$ cat config.mk
export PLATFORM = sky130hd
export DESIGN_NAME = spi_data_path
export DESIGN_NICKNAME = d
export VERILOG_FILES = /design/src/rtl/spi_data_path.sv
export SDC_FILE = /design/constraint.sdc
export NUM_CORES = 1
export LEC_CHECK = 0
export ABC_AREA = 1
export ABC_CLOCK_PERIOD_IN_PS = 2850
export CAP_MARGIN = 0
export CORE_ASPECT_RATIO = 1.4
export CORE_MARGIN = 10
export CORE_UTILIZATION = 28
export CTS_BUF_LIST = sky130_fd_sc_hd__clkbuf_16
export DETAILED_ROUTE_END_ITERATION = 7
export DONT_BUFFER_PORTS = 1
export PLACE_DENSITY = 0.43
export SYNTH_ARGS = -nofsm -noshare
export SYNTH_HDL_FRONTEND = slang
export SYNTH_SLANG_ARGS = --single-unit
$ cat constraint.sdc
create_clock -name clk_i -period 2.85 [get_ports clk_i]
set_input_delay 0.285 -clock clk_i [delete_from_list [all_inputs] [get_ports clk_i]]
set_output_delay 0.285 -clock clk_i [all_outputs]
set_load 0.02 [all_outputs]
$ cat src/rtl/spi_data_path.sv
// rtl/spi_data_path.sv - SPI MOSI/MISO serialisation beside spi_cu: TX FIFO, shift registers, RX hand-off
module spi_data_path #(
    parameter int DATA_W     = 8,
    parameter int FIFO_DEPTH = 4,
    parameter int MSB_FIRST  = 1
) (
    input  logic              clk_i,
    input  logic              rst_n_i,
    input  logic [DATA_W-1:0] tx_data_i,
    input  logic              tx_wr_i,
    output logic              tx_full_o,
    output logic              tx_empty_o,
    output logic              tx_ovf_o,
    output logic              start_tx_o,
    input  logic              load_tx_i,
    input  logic              shift_tx_i,
    input  logic              shift_rx_i,
    input  logic              end_tx_i,
    input  logic              miso_i,
    output logic              mosi_o,
    output logic [DATA_W-1:0] rx_data_o,
    output logic              rx_valid_o,
    input  logic              rx_rd_i,
    output logic              rx_ovf_o,
    output logic              rx_short_o,
    output logic              busy_o
);
    localparam int PTR_W = $clog2(FIFO_DEPTH);
    localparam int CNT_W = $clog2(DATA_W + 1);
    localparam logic [CNT_W-1:0] BITS  = CNT_W'(DATA_W);
    localparam logic [PTR_W:0]   DEPTH = (PTR_W + 1)'(FIFO_DEPTH);

    typedef enum logic [1:0] {IDLE, REQ, XFER, DONE} state_t;

    state_t              state_q, state_d;
    logic [DATA_W-1:0]   mem_q [FIFO_DEPTH];
    logic [PTR_W-1:0]    wr_ptr_q, wr_ptr_d, rd_ptr_q, rd_ptr_d;
    logic [PTR_W:0]      count_q, count_d;
    logic                tx_ovf_q, tx_ovf_d;
    logic                start_q, start_d;
    logic                mosi_q, mosi_d;
    logic [DATA_W-1:0]   tx_sr_q, tx_sr_d, rx_sr_q, rx_sr_d;
    logic [CNT_W-1:0]    tx_cnt_q, tx_cnt_d, rx_cnt_q, rx_cnt_d;
    logic [DATA_W-1:0]   rx_data_q, rx_data_d;
    logic                rx_valid_q, rx_valid_d;
    logic                rx_ovf_q, rx_ovf_d;
    logic                rx_short_q, rx_short_d;
    logic                load_q, shtx_q, shrx_q, end_q;
    logic                load_rise, shtx_rise, shrx_rise, end_rise;
    logic                push, pop, full, empty;
    logic [DATA_W-1:0]   head;

    // spi_cu strobes are levels; only their rising edges carry meaning
    assign load_rise = load_tx_i  & ~load_q;
    assign shtx_rise = shift_tx_i & ~shtx_q;
    assign shrx_rise = shift_rx_i & ~shrx_q;
    assign end_rise  = end_tx_i   & ~end_q;

    assign full  = (count_q == DEPTH);
    assign empty = (count_q == '0);
    assign head  = mem_q[rd_ptr_q];
    assign push  = tx_wr_i & (~full | pop);

    always_comb begin
        state_d    = state_q;
        start_d    = start_q;
        mosi_d     = mosi_q;
        tx_sr_d    = tx_sr_q;
        rx_sr_d    = rx_sr_q;
        tx_cnt_d   = tx_cnt_q;
        rx_cnt_d   = rx_cnt_q;
        rx_data_d  = rx_data_q;
        rx_valid_d = rx_valid_q & ~rx_rd_i;
        rx_short_d = rx_short_q;
        rx_ovf_d   = 1'b0;
        pop        = 1'b0;
        case (state_q)
            IDLE: begin
                mosi_d  = 1'b0;
                start_d = 1'b0;
                if (!empty) begin
                    state_d = REQ;
                    start_d = 1'b1;
                end
            end
            REQ: begin
                start_d = 1'b1;
                if (load_rise) begin
                    pop      = 1'b1;
                    tx_sr_d  = head;
                    mosi_d   = (MSB_FIRST != 0) ? head[DATA_W-1] : head[0];
                    tx_cnt_d = '0;
                    rx_cnt_d = '0;
                    rx_sr_d  = '0;
                    start_d  = 1'b0;
                    state_d  = XFER;
                end
            end
            XFER: begin
                if (shtx_rise) begin
                    if (MSB_FIRST != 0) begin
                        tx_sr_d = {tx_sr_q[DATA_W-2:0], 1'b0};
                        mosi_d  = tx_sr_q[DATA_W-2];
                    end else begin
                        tx_sr_d = {1'b0, tx_sr_q[DATA_W-1:1]};
                        mosi_d  = tx_sr_q[1];
                    end
                    if (tx_cnt_q != BITS) tx_cnt_d = tx_cnt_q + 1'b1;
                end
                if (shrx_rise) begin
                    if (MSB_FIRST != 0) rx_sr_d = {rx_sr_q[DATA_W-2:0], miso_i};
                    else                rx_sr_d = {miso_i, rx_sr_q[DATA_W-1:1]};
                    if (rx_cnt_q != BITS) rx_cnt_d = rx_cnt_q + 1'b1;
                end
                if (end_rise) state_d = DONE;
            end
            DONE: begin
                rx_data_d  = rx_sr_q;
                rx_valid_d = 1'b1;
                rx_short_d = (rx_cnt_q != BITS);
                rx_ovf_d   = rx_valid_q & ~rx_rd_i;
                mosi_d     = 1'b0;
                state_d    = IDLE;
            end
            default: state_d = IDLE;
        endcase
    end

    always_comb begin
        wr_ptr_d = push ? wr_ptr_q + 1'b1 : wr_ptr_q;
        rd_ptr_d = pop  ? rd_ptr_q + 1'b1 : rd_ptr_q;
        count_d  = count_q + {{PTR_W{1'b0}}, push} - {{PTR_W{1'b0}}, pop};
        tx_ovf_d = tx_wr_i & ~push;
    end

    always_ff @(posedge clk_i) begin
        if (push) mem_q[wr_ptr_q] <= tx_data_i;
    end

    always_ff @(posedge clk_i) begin
        if (!rst_n_i) begin
            state_q    <= IDLE;
            wr_ptr_q   <= '0;
            rd_ptr_q   <= '0;
            count_q    <= '0;
            tx_ovf_q   <= 1'b0;
            start_q    <= 1'b0;
            mosi_q     <= 1'b0;
            tx_sr_q    <= '0;
            rx_sr_q    <= '0;
            tx_cnt_q   <= '0;
            rx_cnt_q   <= '0;
            rx_data_q  <= '0;
            rx_valid_q <= 1'b0;
            rx_ovf_q   <= 1'b0;
            rx_short_q <= 1'b0;
            load_q     <= 1'b0;
            shtx_q     <= 1'b0;
            shrx_q     <= 1'b0;
            end_q      <= 1'b0;
        end else begin
            state_q    <= state_d;
            wr_ptr_q   <= wr_ptr_d;
            rd_ptr_q   <= rd_ptr_d;
            count_q    <= count_d;
            tx_ovf_q   <= tx_ovf_d;
            start_q    <= start_d;
            mosi_q     <= mosi_d;
            tx_sr_q    <= tx_sr_d;
            rx_sr_q    <= rx_sr_d;
            tx_cnt_q   <= tx_cnt_d;
            rx_cnt_q   <= rx_cnt_d;
            rx_data_q  <= rx_data_d;
            rx_valid_q <= rx_valid_d;
            rx_ovf_q   <= rx_ovf_d;
            rx_short_q <= rx_short_d;
            load_q     <= load_tx_i;
            shtx_q     <= shift_tx_i;
            shrx_q     <= shift_rx_i;
            end_q      <= end_tx_i;
        end
    end

    assign tx_full_o  = full;
    assign tx_empty_o = empty;
    assign tx_ovf_o   = tx_ovf_q;
    assign start_tx_o = start_q;
    assign mosi_o     = mosi_q;
    assign rx_data_o  = rx_data_q;
    assign rx_valid_o = rx_valid_q;
    assign rx_ovf_o   = rx_ovf_q;
    assign rx_short_o = rx_short_q;
    assign busy_o     = (state_q != IDLE);
endmodule

==> results of run 1 <==
routing by layer:
layer | global-route usage | routed length, um | up-vias
met5 | 0 | 0 | -
met2 | 0.153 | 3760 | 61
met4 | 0.0425 | 176 | 0
met3 | 0.0374 | 584 | 13
met1 | 0.103 | 3290 | 1120
li1 | - | - | 1279
worst reg2reg max path, cell delays in order (launching register included):
cell,delay [ps]
dfxtp_1,350
inv_1,90
ha_1,240
nand3_2,200
nand2_1,110
nand2_2,120
inv_1,80
nand2_1,60
nand2_1,60
ha_1,190
fa_1,380
and3_1,190
nor3_1,120
registers in the layout, indices dropped and copies added, names as in the netlist, 2 cells and up, named ones only:
name	cells
rx_cnt_q	4
wr_ptr_q	2
count_q	3
state_q	2
tx_sr_q	7
mem_q	32
rd_ptr_q	2
rx_sr_q	8
rx_data_o	8
area by class of cell:
| class | count | area [um2] |
|---|---|---|
| multi-input combinational | 263 | 1310 |
| clock buffer | 10 | 250 |
| timing repair buffer | 5 | 37.5 |
| fill | 1296 | 8350 |
| sequential | 80 | 1920 |
| tap | 150 | 188 |
| clock inverter | 6 | 33.8 |
| inverter | 43 | 164 |
metrics by stage:
step           instances  power, uW  hold slack [ps]
6_report             557       3810             16.2
5_1_grt              557       4080             9.13
4_1_cts              557       3870             1.49
3_3_place_gp         541       2740              366
3_5_place_dp         541       2760              370
2_1_floorplan        399       2540              364
where the power goes:
group	internal [uW]	switching [uW]	total [uW]
Sequential	1430	203	1630
Clock	635	455	1090
Combinational	377	710	1090
Total	2440	1370	3810
worst min-delay path by stage:
stage	endpoint	slack, ps	cells after the start
3_5_place_dp	rx_ovf_o$_SDFF_PN0_	370	1
6_report	rx_ovf_o$_SDFF_PN0_	20	1
4_1_cts	rx_ovf_o$_SDFF_PN0_	1	1
3_3_place_gp	rx_ovf_o$_SDFF_PN0_	370	1
2_1_floorplan	rx_ovf_o$_SDFF_PN0_	360	1
5_1_grt	rx_ovf_o$_SDFF_PN0_	9	1
synthesized netlist by cell type, drive strengths merged:
cell type	instances
clkinv	1
nor3	6
o22ai	1
xnor2	2
ha	12
nand2	109
buf	8
o21ai	22
dfxtp	48
a21oi	16
nand3	18
inv	42
clkbuf	5
and3	1
nand4	4
edfxtp	32
nor2	65
fa	1
o211ai	6
logic make-up after synthesis:
| kind of cell | count (synthesis) |
|---|---|
| AND/OR/NAND/NOR | 203 |
| flip-flops | 80 |
| buffers and inverters | 56 |
| adder cells (fa/ha/maj) | 13 |
| XOR/XNOR | 2 |
| AO/OA/AOI/OAI | 45 |
==> impl_metrics.yaml, run 1 <==
run_status:
  status: "finished clean"
synthesis:
  yosys-top-cells-area: "dfxtp_1 (28%), edfxtp_1 (28%), nand2_1 (11%)"
  synth_compound_gate_area_share: 0.0791
  yosysTopAreaCell: "dfxtp_1"
  synth.avg_cell_area_um2: 8.73
  synth_xor_area_frac: 0.00503
  ys_warn_count: 0
  synth_cell_types: 30
  ys_seq_area_frac: 0.552
  synth_top_family_by_area: "simple AND/OR/NAND/NOR gates"
  synth_area_um2: 3480
  synth_top_area_frac: 0.276
  syn_inst: 399
  synthAdderAreaFrac: 0.0489
  ys_seq_elements: 80
  synth_nets: 429
  synth-simple-area-share: 0.244
  synth_mux_area_frac: 0
sta:
  period_needed_ps: 2280
  hold_viol: 0
  finalSetupTns_ps: 0
  fin_crit_sh: 0.802
  slew_headroom: 0.480
  rsz0062_at_grt: "false"
  maxSlewViolCount: 0
  max_freq_mhz: 438
  fin_ws_ps: 565
  worstMarginPinSlew_ps: 777
  setup_viol: 0
  skew_ps: 7.79
detailed_routing:
  drt_wl_total_um: 7810
  wire_per_inst_um: 14.0
  dr.pass1.iters: 4
  routed-via-count: 2473
  antenna_left: 0
  viasPerCell: 4.44
  drtIter0Drc: 87
  remaining_drc_errors: 0
critical_path:
  worst_path_most_repeated_cell: "nand2_1"
  critPathCapture: "count_q[2]$_SDFF_PN0_"
  r2r-end: "count_q[2]$_SDFF_PN0_"
  worst-r2r-setup-slack_ps: 570
  worst-path-buf-inv: 2
  ff2ff_path_depth: 12
  cp_slowest_cell: "fa_1"
  setup.worst_path.end_class: "flip-flop"
  cp.arrival_ps: 2540
  crit_path_start_kind: "flip-flop"
  critPathRequiredTime_ps: 3100
  crit_start: "state_q[1]$_SDFFE_PN0P_"
  path_cells: "inv_1 > ha_1 > nand3_2 > nand2_1 > nand2_2 > inv_1 > nand2_1 > nand2_1 > ha_1 > fa_1 > and3_1 > nor3_1"
  cp.depth: 12
  slowest_delay_ps: 380
  path_class: "reg -> reg"
  path_delay_family: "simple AND/OR/NAND/NOR gates"
  critPathMaxFanout: 9
  crit-reg2reg-launch: "state_q[1]$_SDFFE_PN0P_"
cts:
  postCtsSetupBuffers: 0
  cts-buffers-inserted: 9
  clock_latency_ps: 340
  path_clk_slew_ps: 60
  cts_hold_buffers: 0
  post_cts_resized: 0
  cts_root_buffer: "clkbuf_16"
  cts.sinks: 80
  tritoncts: "done"
  cts_max_level: 3
  clockBufferDepth: 2
place:
  hpwl_um: 5520
  dpl_cell_area_um2: 3620
  place.gp.congestion: 0.751
  pre_cts_ws_ps: 580
  io_buffers: 0
global_route:
  antenna_found_initial: 0
  grt_overflow: 0
  grt_pass1_vias: 2507
  grt_pass1_wl_um: 12900
  grt_max_degree: 32
  grt.total_usage: 0.0937
floorplan:
  initial_core_util: 0.284
  coreArea_um2: 12300
  die_x_um: 114
  rows: 48
  fp.dieArea_um2: 17400
  die_h_um: 152
  io_pins: 34
finish:
  final_util: 0.319
  layout-drive-gt1-share: 0.0983
  final_cell_mix: "nand2_1 (105), nor2_1 (63), dfxtp_1 (48)"
  final_area_um2: 3910
  fin_nets: 432
  area_growth_pct: 12.2
  layout_commonest_cell: "nand2_1"
  num_antenna_cells: 0
min_path:
  min_from: "rx_rd_i"
  hp-class: "in -> reg"
pwr:
  ir_drop_v: 0.000329
  p_leak_uw: 0.00166
  p_per_area_nw_per_um2: 975
job:
  maxCapViolCount: 0
No activity file was read; power rests on OpenSTA's default activity.
==> run 2: changes to the inputs <==
--- a/config.mk
+++ b/config.mk
@@ -6,7 +6,7 @@
 export NUM_CORES = 1
 export LEC_CHECK = 0
 export ABC_AREA = 1
-export ABC_CLOCK_PERIOD_IN_PS = 2850
+export ABC_CLOCK_PERIOD_IN_PS = 2380
 export CAP_MARGIN = 0
 export CORE_ASPECT_RATIO = 1.4
 export CORE_MARGIN = 10
==> constraint.sdc (replaced) <==
create_clock -name clk_i -period 2.38 [get_ports clk_i]
set_input_delay 0.238 -clock clk_i [delete_from_list [all_inputs] [get_ports clk_i]]
set_output_delay 0.238 -clock clk_i [all_outputs]
set_load 0.02 [all_outputs]
==> impl_metrics.yaml, run 2 (synthesis gave the netlist of run 1 again) <==
global_route:
  grt_overflow: 0
  grt_pass1_vias: 2509
  grt_max_degree: 31
  antenna_found_initial: 0
  grt.total_usage: 0.0958
  grt_pass1_wl_um: 13200
detailed_routing:
  remaining_drc_errors: 0
  drt-met1-wl_um: 3490
  drtIter0Drc: 114
  highest_layer: "met4"
  wire_per_inst_um: 13.6
  wl_met2_um: 3820
  viasPerCell: 4.36
  dr.pass1.iters: 4
  route.met3.wl_um: 426
  drt_wl_total_um: 7870
  antenna_left: 0
  routed-via-count: 2526
finish:
  largest_reg_flops: 32
  final_cell_mix: "nand2_1 (105), nor2_1 (63), dfxtp_1 (48)"
  fill_cells: 1330
  final_util: 0.338
  area_growth_pct: 18.8
  layout_commonest_cell: "nand2_1"
  largest_register: "mem_q"
  final_area_um2: 4140
  num_antenna_cells: 0
  layout-drive-gt1-share: 0.103
  fin_nets: 454
sta:
  rsz0062_at_grt: "false"
  fin_crit_sh: 0.896
  slew_headroom: 0.575
  maxSlewViolCount: 0
  finalSetupTns_ps: 0
  setup_viol: 0
  worstMarginPinSlew_ps: 633
  hold_viol: 0
  period_needed_ps: 2130
  skew_ps: 6.29
  max_freq_mhz: 469
critical_path:
  path_class: "reg -> reg"
  critPathRequiredTime_ps: 2640
  setup.worst_path.end_class: "flip-flop"
  critPathMaxFanout: 7
  crit_path_start_kind: "flip-flop"
  cp.arrival_ps: 2390
cts:
  post_cts_resized: 0
  cts_root_buffer: "clkbuf_16"
  cts_max_level: 3
  cts-buffers-inserted: 9
  cts.sinks: 80
  clockBufferDepth: 2
  path_clk_slew_ps: 60
  postCtsSetupBuffers: 0
  clock_latency_ps: 330
  tritoncts: "done"
floorplan:
  fp.dieArea_um2: 17400
  die_h_um: 152
  die_x_um: 114
  coreArea_um2: 12300
  rows: 48
  initial_core_util: 0.284
  io_pins: 34
place:
  dpl_cell_area_um2: 3660
  place.gp.congestion: 0.731
  hpwl_um: 5380
  io_buffers: 0
run_status:
  status: "finished clean"
pwr:
  combPwrFrac: 0.287
  p_int_uw: 3100
  swShare: 0.342
  seqPwrFrac: 0.411
  ir_drop_v: 0.000512
  p_leak_uw: 0.00178
  clkPwrFrac: 0.302
  power.switching_uw: 1610
  p_per_area_nw_per_um2: 1140
min_path:
  hp-class: "in -> reg"
job:
  maxCapViolCount: 0
-- run 2: cell type report --
cell class | count | area (um2) | area share
clock buffer | 9 | 225 | 0.0545
clock inverter | 7 | 80.1 | 0.0194
timing repair buffer | 27 | 245 | 0.0593
tap | 150 | 188 | 0.0454
multi-input combinational | 263 | 1310 | 0.317
inverter | 43 | 164 | 0.0396
sequential | 80 | 1920 | 0.465
-- run 2: worst max-delay path, cell delays in order (launching register included) --
cell     delay (ps)
dfxtp_1         350
inv_1            90
ha_1            240
nand3_2          90
nand2_1          80
nand2_2         130
inv_1            90
nand2_1          60
nand2_1          60
ha_1            200
fa_1            380
and3_1          190
nor3_1          110
-- run 2: final timing paths --
| path | startpoint | endpoint | slack [ps] | depth (start not counted) |
|---|---|---|---|---|
| max reg2reg | state_q[1]$_SDFFE_PN0P_ | count_q[2]$_SDFF_PN0_ | 250 | 12 |
| min reg2reg | tx_sr_q[0]$_SDFFE_PN0P_ | tx_sr_q[0]$_SDFFE_PN0P_ | 460 | 2 |
| min | rst_n_i | load_q$_SDFF_PN0_ | 10 | 2 |
| max | state_q[1]$_SDFFE_PN0P_ | count_q[2]$_SDFF_PN0_ | 250 | 12 |
-- run 2: power groups by stage --
| stage | registers, uW | logic, uW | clock network, uW |
|---|---|---|---|
| after floorplan | 1920 | 1120 | 0 |
| after global placement | 1970 | 1340 | 0 |
| after detailed placement | 1970 | 1350 | 0 |
| after CTS | 1950 | 1390 | 1460 |
| after global routing | 1980 | 1590 | 1520 |
| final | 1940 | 1350 | 1420 |
-- run 2: metal layers --
metal	global-route usage	vias up
li1	-	1325
met1	0.112	1151
met2	0.155	38
met3	0.0319	12
met4	0.0413	0
met5	0	-
-- run 2: per-stage QoR --
step           hold WS [ps]  setup slack (ps)  std cells  total power [uW]
2_1_floorplan           317               259        399              3040
3_3_place_gp            319               330        546              3310
3_5_place_dp            322               271        546              3320
4_1_cts                1.97               240        579              4800
5_1_grt                17.2              58.8        579              5090
6_report               11.2               247        579              4710
-- run 2: repair_timing --
item / CTS / global route
hold endpoints to repair: 40 / 0
endpoints found under the setup margin: 0 / 0
hold buffers: 17 / 0
==> RTL change 1 (settings of run 2) <==
`FIFO_DEPTH`: 4 -> 8.
--- a/src/rtl/spi_data_path.sv
+++ b/src/rtl/spi_data_path.sv
@@ -2,5 +2,5 @@
 module spi_data_path #(
     parameter int DATA_W     = 8,
-    parameter int FIFO_DEPTH = 4,
+    parameter int FIFO_DEPTH = 8,
     parameter int MSB_FIRST  = 1
 ) (
Behaviour: not the same (Yosys sat finds a counterexample within 10 cycles, from zero or initial values and one cycle with rst_n_i low).
==> RTL change 1 against run 2 <==
  * Routed wire length rose by 43%
  * Count of clock-buffer cells in the layout rose by 8
  * Sequential cell count rose by 36
  * Via count rose by 36%
  * Final cell count rose by 30%
  * Design area rose by 43%
  * Synthesized area rose by 38%
  * Setup slack got worse by 0.0085 ns
  * Total power rose by 37%
  * Hold slack improved by 0.041 ns
  * Critical endpoint is now count_q[1]
  * Largest cell class unchanged
  * Highest routed layer unchanged
==> RTL change 1: results <==
metrics = {
    "critical_path": {
        "crit_end": "count_q[1]",
        "critPathLaunch": "count_q[2]",
        "crit_arrival_ns": 2.48,
        "crit_fanout": 5,
        "r2r-end": "count_q[1]",
    },
    "cts": {
        "cts_hold_buf": 20,
        "clkTransAtPathRegs_ns": 0.05,
        "cts.repair_timing.setup_buffer_count": 0,
        "cts_buffers": 17,
        "clockBufferDepth": 2,
        "ctsHtreeMaxLevel": 4,
        "cts_root_buf": "clkbuf_16",
        "clk_latency_ns": 0.41,
    },
    "sta": {
        "fin_ws_ns": 0.238,
        "clock-skew-final_ns": 0.00975,
        "max_slew_margin_pct": 40.3,
        "holdWs_ns": 0.0522,
    },
    "global_routing": {
        "grt_pass1_wl_um": 18100,
        "grt_pass1_vias": 3387,
        "grtUsageTotal_pct": 10.4,
        "grt_max_degree": 33,
        "use_met1_pct": 12.0,
        "grt_util_met2_pct": 16.9,
        "met3_usage_pct": 3.73,
    },
    "synthesis": {
        "seq_area_frac_synth_pct": 61.8,
        "synth_edf_count": 64,
        "async_reset_ff_share_pct": 0,
        "synth_top_flop_cell": "edfxtp_1",
        "syn_inst": 502,
        "synth_common_cells": "95 x nand2_1, 84 x nor2_1, 64 x edfxtp_1, 52 x dfxtp_1, 39 x nand3_1",
        "synth.area.top_cells": "edfxtp_1 40%, dfxtp_1 22%, nand2_1 7.4%",
        "synth.net_count": 534,
        "yosysUniqueCellTypes": 30,
    },
    "placed_design": {
        "dp_cells": 704,
        "gp_congestion": 0.739,
        "dp_slack_ns": 0.302,
        "dpl_cell_area_um2": 5090,
        "dp_hpwl_um": 7450,
    },
    "final_layout": {
        "layout-drive-gt1-share_pct": 9.62,
        "largest_reg_flops": 64,
        "finish.net_count": 572,
        "final_cells": 754,
    },
    "route": {
        "dr.pass1.iters": 4,
        "wl_met2_um": 5510,
        "wl_met3_um": 657,
        "viasPerCell": 4.55,
        "met1_length_um": 4910,
        "routed.top_layer": "met4",
        "routedWlPerCell_um": 14.9,
        "first_iter_violations": 192,
    },
    "power_and_ir_drop": {
        "peakVddDrop_uv": 343,
        "leakage_uw": 0.00232,
    },
    "outcome": {
        "status": "finished, final reports clean",
    },
    "min_path": {
        "min_delay_worst_endpoint": "wr_ptr_q[1]",
        "min_from": "tx_wr_i",
    },
}
RTL change 1: changes by cell type in the layout (fill, tap and decap cells not counted), moves of 9 or more:
cell	run 2	this run
edfxtp_1	32	64
nand3_1	16	39
o21ai_0	13	36
nor2_1	63	84
nand2_1	105	95
a21oi_1	16	25
RTL change 1: layout make-up:
| class | instances | area (µm²) |
|---|---|---|
| fill | 1748 | 10900 |
| sequential | 116 | 2960 |
| multi-input combinational | 322 | 1570 |
| clock buffer | 17 | 425 |
| timing repair buffer | 38 | 335 |
| tap | 203 | 254 |
| clock inverter | 13 | 191 |
| inverter | 45 | 171 |
RTL change 1: critical path, stage by stage (launching register included):
cell and delay, ns:
dfxtp_1 0.29, inv_1 0.09, ha_1 0.14, nor3b_1 0.33, nand2_1 0.15, nand2_2 0.14, inv_2 0.05, nand2_1 0.06
nand2_1 0.05, ha_1 0.18, inv_1 0.07, fa_1 0.41, nor2_1 0.10
RTL change 1: report_power, final:
part	internal (µW)	total, µW	switching [µW]	leakage (µW)
combinational	429	1250	821	0.00101
sequential	2320	2490	166	0.00100
clock	1820	2700	875	0.000302
total	4580	6440	1860	0.00232
RTL change 1: through the flow:
step | total power, µW | utilization, %
after floorplan | 3390 | -
after global placement | 3720 | 30.3
after detailed placement | 3760 | 30.3
after CTS | 6530 | 35.1
after global routing | 6830 | 35.1
final | 6440 | 35.1
RTL change 1: cell families (layout without fill, tap and decap cells):
kind of cell               count (synthesis)  in the layout  share of synthesized area [%]
DFF                                      116            116                           61.8
buffers and inverters                     64            113                           5.50
adders and majority gates                 15             15                           4.07
and+or+nand+nor                          234            234                           20.5
xor gates and xnor gates                   4              4                          0.730
AOI/OAI and AO/OA                         69             69                           7.46
==> RTL change 2 (settings of run 2) <==
Made on the original files. Re-encode `state_t` (4 states) as one-hot, 4 bits wide.
--- a/src/rtl/spi_data_path.sv
+++ b/src/rtl/spi_data_path.sv
@@ -31,5 +31,5 @@
     localparam logic [PTR_W:0]   DEPTH = (PTR_W + 1)'(FIFO_DEPTH);
 
-    typedef enum logic [1:0] {IDLE, REQ, XFER, DONE} state_t;
+    typedef enum logic [3:0] {IDLE = 4'b0001, REQ = 4'b0010, XFER = 4'b0100, DONE = 4'b1000} state_t;
 
     state_t              state_q, state_d;
Function: no difference found for any inputs over 10 cycles, from zero or initial values and one cycle with rst_n_i low; not proved beyond that.
==> RTL change 2 against run 2 <==
  * Sequential cell count is 2 higher
  * Routed wire length is 4.4% lower
  * Core utilization is 0.11 points lower
  * Synthesized area hardly changed
  * Critical endpoint unchanged
  * Design area is 0.33% lower
  * Final cell count is 2.2% higher
  * Setup slack better by 0.083 ns
  * Critical path depth is 1 lower
  * Largest power group unchanged
  * Total power is 21% lower
  * Count of clock-buffer cells in the layout stayed put
  * Clock power is 8% lower
  * Global-route usage is 0.65 points lower
==> RTL change 2: results <==
metrics = {
    "outcome": {
        "status": "finished, final reports clean",
    },
    "global_routing": {
        "grt_pass1_wl_um": 12400,
        "use_met1_pct": 9.85,
        "grt_max_degree": 39,
        "grt_pass1_vias": 2504,
    },
    "route": {
        "vias": 2533,
        "viasPerCell": 4.28,
    },
    "final_layout": {
        "seq_share_pct": 47.6,
        "bufAreaShareNonClock_pct": 5.77,
        "multi_input_area_um2": 1280,
        "area_delta_synth_final_pct": 18.3,
        "finish.net_count": 462,
        "buffers": 26,
        "multi_input_cells": 272,
        "fill_cells": 1286,
        "layout-drive-gt1-share_pct": 9.28,
    },
    "synthesis": {
        "synth-compound-area-share_pct": 8.76,
        "synth.avg_cell_area_um2": 8.44,
        "synth_common_cells": "95 x nand2_1, 75 x nor2_1, 50 x dfxtp_1, 41 x inv_1, 32 x edfxtp_1",
        "synthXorXnorAreaFrac_pct": 0.754,
        "synth.area.top_cells": "dfxtp_1 29%, edfxtp_1 28%, nand2_1 10%",
    },
    "critical_path": {
        "path_delay_family": "simple AND/OR/NAND/NOR gates",
        "crit_arrival_ns": 2.32,
        "cp_slowest_stage_delay_ns": 0.35,
        "critPathSlowestCell": "dfxtp_1",
        "reg2reg_depth": 11,
    },
    "power_and_ir_drop": {
        "clk-power_uw": 1300,
        "powerComb_uw": 693,
    },
    "sta": {
        "worst_pin_slew_ns": 0.558,
        "clock-skew-final_ns": 0.00657,
        "holdWs_ns": 0.0139,
    },
    "min_path": {
        "min_delay_worst_endpoint": "shtx_q",
    },
    "placed_design": {
        "dp_slack_ns": 0.345,
    },
}
==> RTL change 2: cell count changes in the layout (fill, tap and decap cells not counted), moves of 4 or more <==
| cell | run 2 | this run |
|---|---|---|
| a21oi_1 | 16 | 27 |
| o21ai_0 | 13 | 31 |
| nand2_1 | 105 | 95 |
| o21ai_2 | 9 | 0 |
| ha_1 | 12 | 7 |
| nand4_1 | 4 | 0 |
| o211ai_1 | 6 | 1 |
| nor2_1 | 63 | 75 |
==> RTL change 2: how the worst max path moves through the flow <==
stage | start | to | slack [ns] | cells after the start
5_1_grt | state_q[1] | count_q[1] | 0.20 | 12
3_5_place_dp | state_q[3] | count_q[1] | 0.34 | 11
6_report | state_q[3] | count_q[2] | 0.33 | 11
3_3_place_gp | state_q[3] | count_q[1] | 0.42 | 11
4_1_cts | state_q[3] | count_q[2] | 0.33 | 11
2_1_floorplan | count_q[1] | count_q[2] | 0.44 | 11
